===== src/rtl/joybus_tx.sv =====
// ============================================================================
// Module      : joybus_tx
// Description : Joybus serial transmitter. Sends up to MAX_BYTES bytes, byte 0
//               first and MSB first, as 4Q bit cells followed by a 1Q/2Q stop.
// Revision    : 1.0 - initial release
// ============================================================================
`default_nettype none

module joybus_tx #(
  parameter int CLKS_PER_US = 50,
  parameter int MAX_BYTES   = 8,
  localparam int LEN_W      = $clog2(MAX_BYTES + 1)
) (
  input  logic                   clk,
  input  logic                   rst_n,
  input  logic                   tx_start,
  input  logic [LEN_W-1:0]       tx_len,
  input  logic [8*MAX_BYTES-1:0] tx_data,
  input  logic                   stop_long,
  output logic                   JB_TX,
  output logic                   tx_busy,
  output logic                   tx_done
);

  // Bit counter spans 0 .. 8*MAX_BYTES; clog2(8*N+1) equals clog2(N+1)+3.
  localparam int BIT_W = LEN_W + 3;
  localparam int PH_W  = $clog2(3 * CLKS_PER_US + 1);

  localparam logic [PH_W-1:0]  c_q1_end  = PH_W'(CLKS_PER_US - 1);
  localparam logic [PH_W-1:0]  c_q2_end  = PH_W'(2 * CLKS_PER_US - 1);
  localparam logic [PH_W-1:0]  c_q3_end  = PH_W'(3 * CLKS_PER_US - 1);
  localparam logic [LEN_W-1:0] c_max_len = LEN_W'(MAX_BYTES);

  typedef enum logic [1:0] {
    IDLE     = 2'd0,
    BIT_LOW  = 2'd1,
    BIT_HIGH = 2'd2,
    STOP_LOW = 2'd3
  } state_t;

  state_t                 r_state;
  logic [PH_W-1:0]        r_ph;
  logic [BIT_W-1:0]       r_bit;
  logic [BIT_W-1:0]       r_last;
  logic [8*MAX_BYTES-1:0] r_data;
  logic                   r_stop_long;
  logic                   r_jb_tx;
  logic                   r_busy;
  logic                   r_done;

  state_t                 w_state_n;
  logic [PH_W-1:0]        w_ph_n;
  logic [BIT_W-1:0]       w_bit_n;
  logic [BIT_W-1:0]       w_last_n;
  logic [8*MAX_BYTES-1:0] w_data_n;
  logic                   w_stop_long_n;
  logic                   w_done_n;

  logic [LEN_W-1:0]       w_eff_len;
  logic [7:0]             w_byte;
  logic                   w_bit;
  logic [PH_W-1:0]        w_low_end;
  logic [PH_W-1:0]        w_high_end;
  logic [PH_W-1:0]        w_stop_end;

  assign w_eff_len  = (tx_len > c_max_len) ? c_max_len : tx_len;
  // The current byte always sits in the low 8 bits; MSB goes out first.
  assign w_byte     = r_data[7:0];
  assign w_bit      = w_byte[~r_bit[2:0]];
  assign w_low_end  = w_bit ? c_q1_end : c_q3_end;
  assign w_high_end = w_bit ? c_q3_end : c_q1_end;
  assign w_stop_end = r_stop_long ? c_q2_end : c_q1_end;

  always_ff @(posedge clk or negedge rst_n) begin
    if (!rst_n) begin
      r_state     <= IDLE;
      r_ph        <= '0;
      r_bit       <= '0;
      r_last      <= '0;
      r_data      <= '0;
      r_stop_long <= 1'b0;
      r_jb_tx     <= 1'b1;
      r_busy      <= 1'b0;
      r_done      <= 1'b0;
    end else begin
      r_state     <= w_state_n;
      r_ph        <= w_ph_n;
      r_bit       <= w_bit_n;
      r_last      <= w_last_n;
      r_data      <= w_data_n;
      r_stop_long <= w_stop_long_n;
      r_jb_tx     <= (w_state_n == IDLE) || (w_state_n == BIT_HIGH);
      r_busy      <= (w_state_n != IDLE);
      r_done      <= w_done_n;
    end
  end

  always_comb begin
    w_state_n     = r_state;
    w_ph_n        = r_ph + PH_W'(1);
    w_bit_n       = r_bit;
    w_last_n      = r_last;
    w_data_n      = r_data;
    w_stop_long_n = r_stop_long;
    w_done_n      = 1'b0;

    case (r_state)
      IDLE: begin
        w_ph_n  = '0;
        w_bit_n = '0;
        if (tx_start) begin
          w_data_n      = tx_data;
          w_stop_long_n = stop_long;
          if (w_eff_len == '0) begin
            w_done_n = 1'b1;
          end else begin
            w_state_n = BIT_LOW;
            w_last_n  = {w_eff_len, 3'b000} - BIT_W'(1);
          end
        end
      end

      BIT_LOW: begin
        if (r_ph == w_low_end) begin
          w_state_n = BIT_HIGH;
          w_ph_n    = '0;
        end
      end

      BIT_HIGH: begin
        if (r_ph == w_high_end) begin
          w_ph_n = '0;
          if (r_bit == r_last) begin
            w_state_n = STOP_LOW;
          end else begin
            w_state_n = BIT_LOW;
            w_bit_n   = r_bit + BIT_W'(1);
            if (r_bit[2:0] == 3'b111) begin
              w_data_n = r_data >> 8;
            end
          end
        end
      end

      STOP_LOW: begin
        if (r_ph == w_stop_end) begin
          w_state_n = IDLE;
          w_ph_n    = '0;
          w_done_n  = 1'b1;
        end
      end

      default: begin
        w_state_n = IDLE;
        w_ph_n    = '0;
      end
    endcase
  end

  assign JB_TX   = r_jb_tx;
  assign tx_busy = r_busy;
  assign tx_done = r_done;

endmodule

`default_nettype wire

===== config.mk =====
export PLATFORM = sky130hd
export DESIGN_NAME = joybus_tx
export DESIGN_NICKNAME = d
export VERILOG_FILES = /design/src/rtl/joybus_tx.sv
export SDC_FILE = /design/constraint.sdc
export NUM_CORES = 1
export LEC_CHECK = 0
export ABC_AREA = 1
export CAP_MARGIN = 5
export CORE_ASPECT_RATIO = 1.2
export CORE_MARGIN = 2
export CORE_UTILIZATION = 35
export CTS_CLUSTER_SIZE = 8
export DETAILED_ROUTE_END_ITERATION = 8
export SLEW_MARGIN = 20
export SYNTH_ARGS = -nofsm -noshare
export SYNTH_HDL_FRONTEND = slang
export SYNTH_SLANG_ARGS = --single-unit
export TNS_END_PERCENT = 1

===== constraint.sdc =====
create_clock -name clk -period 1.9 [get_ports clk]
set_input_delay 0.38 -clock clk [delete_from_list [all_inputs] [get_ports clk]]
set_output_delay 0.38 -clock clk [all_outputs]
set_load 0.01 [all_outputs]

# Word level (Yosys, flattened, before mapping)
# Cells that the tools add are included.
[totals] latch_bits=0 ff_bits=92 word_cells=68 out_inout_bits=3 mem_bits_rw=0 rom_bits=0 n_memories=0
[op_classes] add_sub_neg=3 reduce_logical=10 magnitude_cmp=2 n_mul=0 div_mod_pow=0 n_eq_ne=13 bitwise=2 muxes=29 shift=0
[op_table] op="2-to-1 mux 64 bit" n=4
[op_table] op="case mux 64 bit (2 select lines)" n=1
[op_table] op="2-to-1 mux 8 bit" n=5
[op_table] op="case mux 8 bit (4 select lines)" n=1
[op_table] op="2-to-1 mux 7 bit" n=3
[op_table] op="== test 8 bit" n=2
[op_table] op="case mux 7 bit (2 select lines)" n=1
[op_table] op="2-to-1 mux 2 bit" n=6
[op_table] op="adder 8 x 1 -> 8 bit (second input constant)" n=1
[op_table] op="== test 8 x 7 -> 1 bit" n=1
[op_table] op="inequality test 2 bit (second input constant)" n=4
[op_table] op="case mux 2 bit (4 select lines)" n=1
[op_table] op="adder 7 x 1 -> 7 bit (second input constant)" n=1
[op_table] op="== test 7 bit" n=1
[op_table] op="subtractor 7 x 1 -> 7 bit (second input constant)" n=1
[op_table] op="== test 2 bit (second input constant)" n=3
[op_table] op="AND reduction 3 bit" n=2
[op_table] op="AND reduction 5 bit" n=1
[op_table] op="> comparator 4 bit (second input constant)" n=1
[op_table] op="zero test 2 bit" n=2
[op_table] op="zero test 4 bit" n=1
[op_table] op="less-than comparator 3 x 4 -> 1 bit (second input constant)" n=1
[op_table] op="2-to-1 mux 1 bit" n=4
[op_table] op="2-to-1 mux 4 bit" n=1
[op_table] op="9 further kinds" n=10

# Logic depth before layout (Yosys ltp)
[logic_depth] depth_word=9 depth_mapped=15 mapped_depth_nobuf=15

# Worst setup path after synthesis
# Ideal clock, no wire load.
[synth_path] path_type="flip-flop to flip-flop" start="register r_bit[0]" end="register r_data[24]" arrival_ps=1747 stages_incl_launch_ff=15 path_slack_ps=31 required_ps=1778 setup_ps=122 path_buffers=2 path_cell_list="dfrtp_1 > inv_2 > nand2_1 > nand3_1 > nand3_2 > nand3_1 > nand2_2 > nor2_4 > nand2_4 > nand2_4 > nand2_2 > buf_6 > buf_6 > nand2_1 > o21ai_2"
[synth_between] elab_chain_cells=7 word_cells_on_any_way=11 classes_between="eq/ne: 6; mux: 3; bitwise: 1; reduce/logical: 1"
[synth_lines] element="from (decl)" line="43" rtl="logic [BIT_W-1:0] r_bit;"
[synth_lines] element="from (signal assigned)" line="88" rtl="r_bit <= w_bit_n;"
[synth_lines] element="inverter 3 bit" line="69" rtl="assign w_bit = w_byte[~r_bit[2:0]];"
[synth_lines] element="binary-select mux 1 bit (select 3 bit)" line="69"
[synth_lines] element="2-to-1 mux 1 bit (implied by the code)" line="69"
[synth_lines] element="2-to-1 mux 8 bit" line="71" rtl="assign w_high_end = w_bit ? c_q3_end : c_q1_end;"
[synth_lines] element="== test 8 bit" line="131" rtl="if (r_ph == w_high_end) begin"
[synth_lines] element="inequality test 2 bit (no source line)"
[synth_lines] element="AND reduction 5 bit (no source line) *"
[synth_lines] element="to (signal assigned)" line="90" rtl="r_data <= w_data_n;"
[synth_lines] element="to (decl)" line="45" rtl="logic [8*MAX_BYTES-1:0] r_data;"
# Mark *: on every way between the ends. The rest lies on a longest branch, timed or not. The select of a mux whose other input is x is not followed.
# A chain may end at the register's enable or synchronous reset.

# Final worst setup path
[layout_path] start="register r_bit[0]" end="register r_data[15]"
# The elaborated chain is that of the path after synthesis.

==> out/results.ini <==
[setup_path]
crit_chain = inv_4 -> buf_4 -> nand4_1 -> o21ai_0 -> nand4_1 -> nand2_1 -> a21oi_1 -> buf_6 -> nand2_4 -> clkbuf_16 -> nand2_2 -> o21ai_2
crit_buf_inv = 4
reg2reg_depth = 12
end_kind = flip-flop
worstPathArrival_ns = 2.18
rr_startpoint = r_bit[0]
cp_max_fo = 7
r2r_setup_slack_ns = -0.06
cp_top_family = buffers and inverters
path_class = reg2reg
setup.worst_path.start_class = flip-flop
cp.required_ns = 2.12
crit_top_cell = nand4_1
startpoint = r_bit[0]
timing.rr.end = r_data[15]
worst_path_max_delay_cell = dfrtp_2
critPathMaxStageDelay_ns = 0.44

[route]
viasPerCell = 4.86
detail_route.wirelength_um = 12100
wire_per_inst_um = 14.8
vias = 3980
drc_errors = 0
drt-initial-drc-count = 133
ant_nets = 0
first_pass_iters = 4

[global_route]
grt_start_max_net_pins = 36
globalRoute.totalOverflow = 0
grt_antenna_before_repair = 0
grt_pass1_wl_um = 19100
grt_pass1_vias = 4011
grt.total_usage_pct = 15.6

[yosys]
synth_top_area_share_pct = 44.2
synth.most_common_cell = nand2_1
yosysWarnings = 0
syn-num-nets = 613
ys_top_cells_by_count = nand2_1, dfrtp_1, o21ai_2
synth_cell_type_count = 29
synth_edf_count = 0
synth.avg_cell_area_um2 = 9.51
synthTopCellsByArea = dfrtp_1, mux2i_1, o21ai_2
yosysTopAreaCell = dfrtp_1
synthCells = 530
synth_seq_cells = 90
ys_seq_area_share_pct = 44.7
synthArstFlopShare_pct = 100
syn_area_um2 = 5040
synth_top_flop_cell = dfrtp_1

[power]
finalPower_mw = 12.0
cellLeakagePower_nw = 3.13
p_per_area_nw_per_um2 = 1710
ir_worst_vdd_v = 0.000728

[die]
die_w_um = 114
coreArea_um2 = 14200
boundaryPins = 75
num_rows = 48
fp.dieH_um = 135
start_util_pct = 35.4
dieArea_um2 = 15400

[timing]
maxSlewViolCount = 0
tightest_slew_ns = 0.368
post-route-period-util_pct = 103
timing.hold.ws_ns = 0.487
final_hold_viol_count = 0
finalSetupTns_ns = -1.13
finalClockSkew_ns = 0.00758
setup_viol = 56
fmax_mhz = 511
rsz0062_at_grt = yes
setup_ws_ns = -0.0557
relSlewSlack_pct = 75.4
period_needed_ns = 1.96

[clocking]
clock_latency_ns = 0.34
cts_tree = yes
clockRootBuffer = clkbuf_16
cts_sinks = 90
cts_buffers = 9
htree_levels = 3
path_clk_slew_ns = 0.06
cts_buffer_depth = 2

[worst_hold_path]
hp-class = in2async

[final_layout]
fin_area_um2 = 7010
nNetsFinal = 722
drive_gt1_share_pct = 34.9
fillCellCount = 1298
n_antenna_cell = 0
area_growth_pct = 39.2

[flow_run]
maxCapViolCount = 0

[place]
io_buffers = 74
place_area_um2 = 6190
hpwl_um = 8260
pre_cts_slack_ns = -0.157
gp_congestion = 0.851

[run_status]
violations = negative setup slack
status = complete, but fails checks

report_power, final:
part           total (mW)  internal (mW)  switching, mW
sequential           3.35           2.75          0.603
clock                1.78           1.02          0.758
combinational        6.89           3.24           3.65
total                12.0           7.01           5.01
cells in the final DEF (no fill, tap or decap), types with 2 or more instances in the layout:
cell / netlist / layout
nand2_4: 3 / 8
o21ai_0: 6 / 5
nand3_1: 35 / 27
a21oi_1: 5 / 5
o21ai_2: 64 / 64
clkdlybuf4s50_1: 0 / 73
nand3_4: 0 / 2
clkinv_4: 0 / 2
clkbuf_16: 0 / 15
nor3_1: 4 / 2
mux2i_1: 56 / 56
nand2_2: 20 / 65
nor2_4: 2 / 2
nand2_1: 131 / 80
nand2_8: 0 / 4
buf_6: 14 / 5
nand4_1: 3 / 3
xor2_1: 8 / 8
inv_1: 37 / 34
nor2_1: 19 / 17
xnor2_1: 5 / 5
inv_2: 1 / 3
dfrtp_1: 89 / 87
ha_1: 11 / 10
dfrtp_2: 0 / 2
nor2_2: 0 / 2
nand3_2: 2 / 8
nor3_2: 0 / 2
clkinv_2: 0 / 2
buf_4: 0 / 22
buf_12: 0 / 10
worst max-delay path by stage:
stage                 end  slack, ns  cells past startpoint
6_report       r_data[15]      -0.06                     12
3_3_place_gp    r_last[5]      -0.11                     10
3_5_place_dp    r_last[4]      -0.16                     10
2_1_floorplan  r_data[24]       0.03                     14
5_1_grt        r_data[15]      -0.20                     12
4_1_cts        r_data[30]      -0.05                     14
flip-flops by register name, summed over array words and instances, names as in the netlist:
register     flops
r_stop_long      1
JB_TX            1
r_state          2
r_last           5
r_ph             8
tx_busy          1
tx_done          1
r_bit            7
r_data          64
cell type report:
cell class	count	area [um2]	area share [%]
clock buffer	10	229	3.26
multi-input combinational	382	2760	39.3
sequential	90	2260	32.2
inverter	38	145	2.07
clock inverter	6	66.3	0.945
timing repair buffer	118	1340	19.1
tap	175	219	3.12
routing by layer:
metal  routed length, um  up-vias  track usage (%)
met1                5110     1914             19.7
met4                 148        0             5.01
met5                   0        -                0
met3                 493       14             3.40
li1                    -     1965                -
met2                6370       87             26.6
cell families after synthesis:
| group | count (synthesis) | share of synthesized area (%) |
|---|---|---|
| AOI/OAI and AO/OA | 78 | 12.8 |
| muxes | 56 | 11.1 |
| and+or+nand+nor | 221 | 19.7 |
| buffers and inverters | 61 | 6.65 |
| DFF | 90 | 44.7 |
| xor gates and xnor gates | 13 | 2.26 |
| adders and majority gates | 11 | 2.73 |
metrics by stage:
stage | util, % | std cells
floorplan | - | 530
global placement | 43.5 | 787
detailed placement | 43.5 | 787
CTS | 46.1 | 806
global route | 49.3 | 819
finish | 49.3 | 819
timing repair:
action | 4_1_cts | 5_1_grt
buffers inserted | 0 | 4
setup endpoints to repair | 74 | 85
gates resized for setup | 5 | 80
hold buffers | 1 | 0
endpoints found under the hold margin | 22 | 0
cloned | 2 | 9
pin swaps | 1 | 8
No activity file was read; power rests on OpenSTA's default activity.
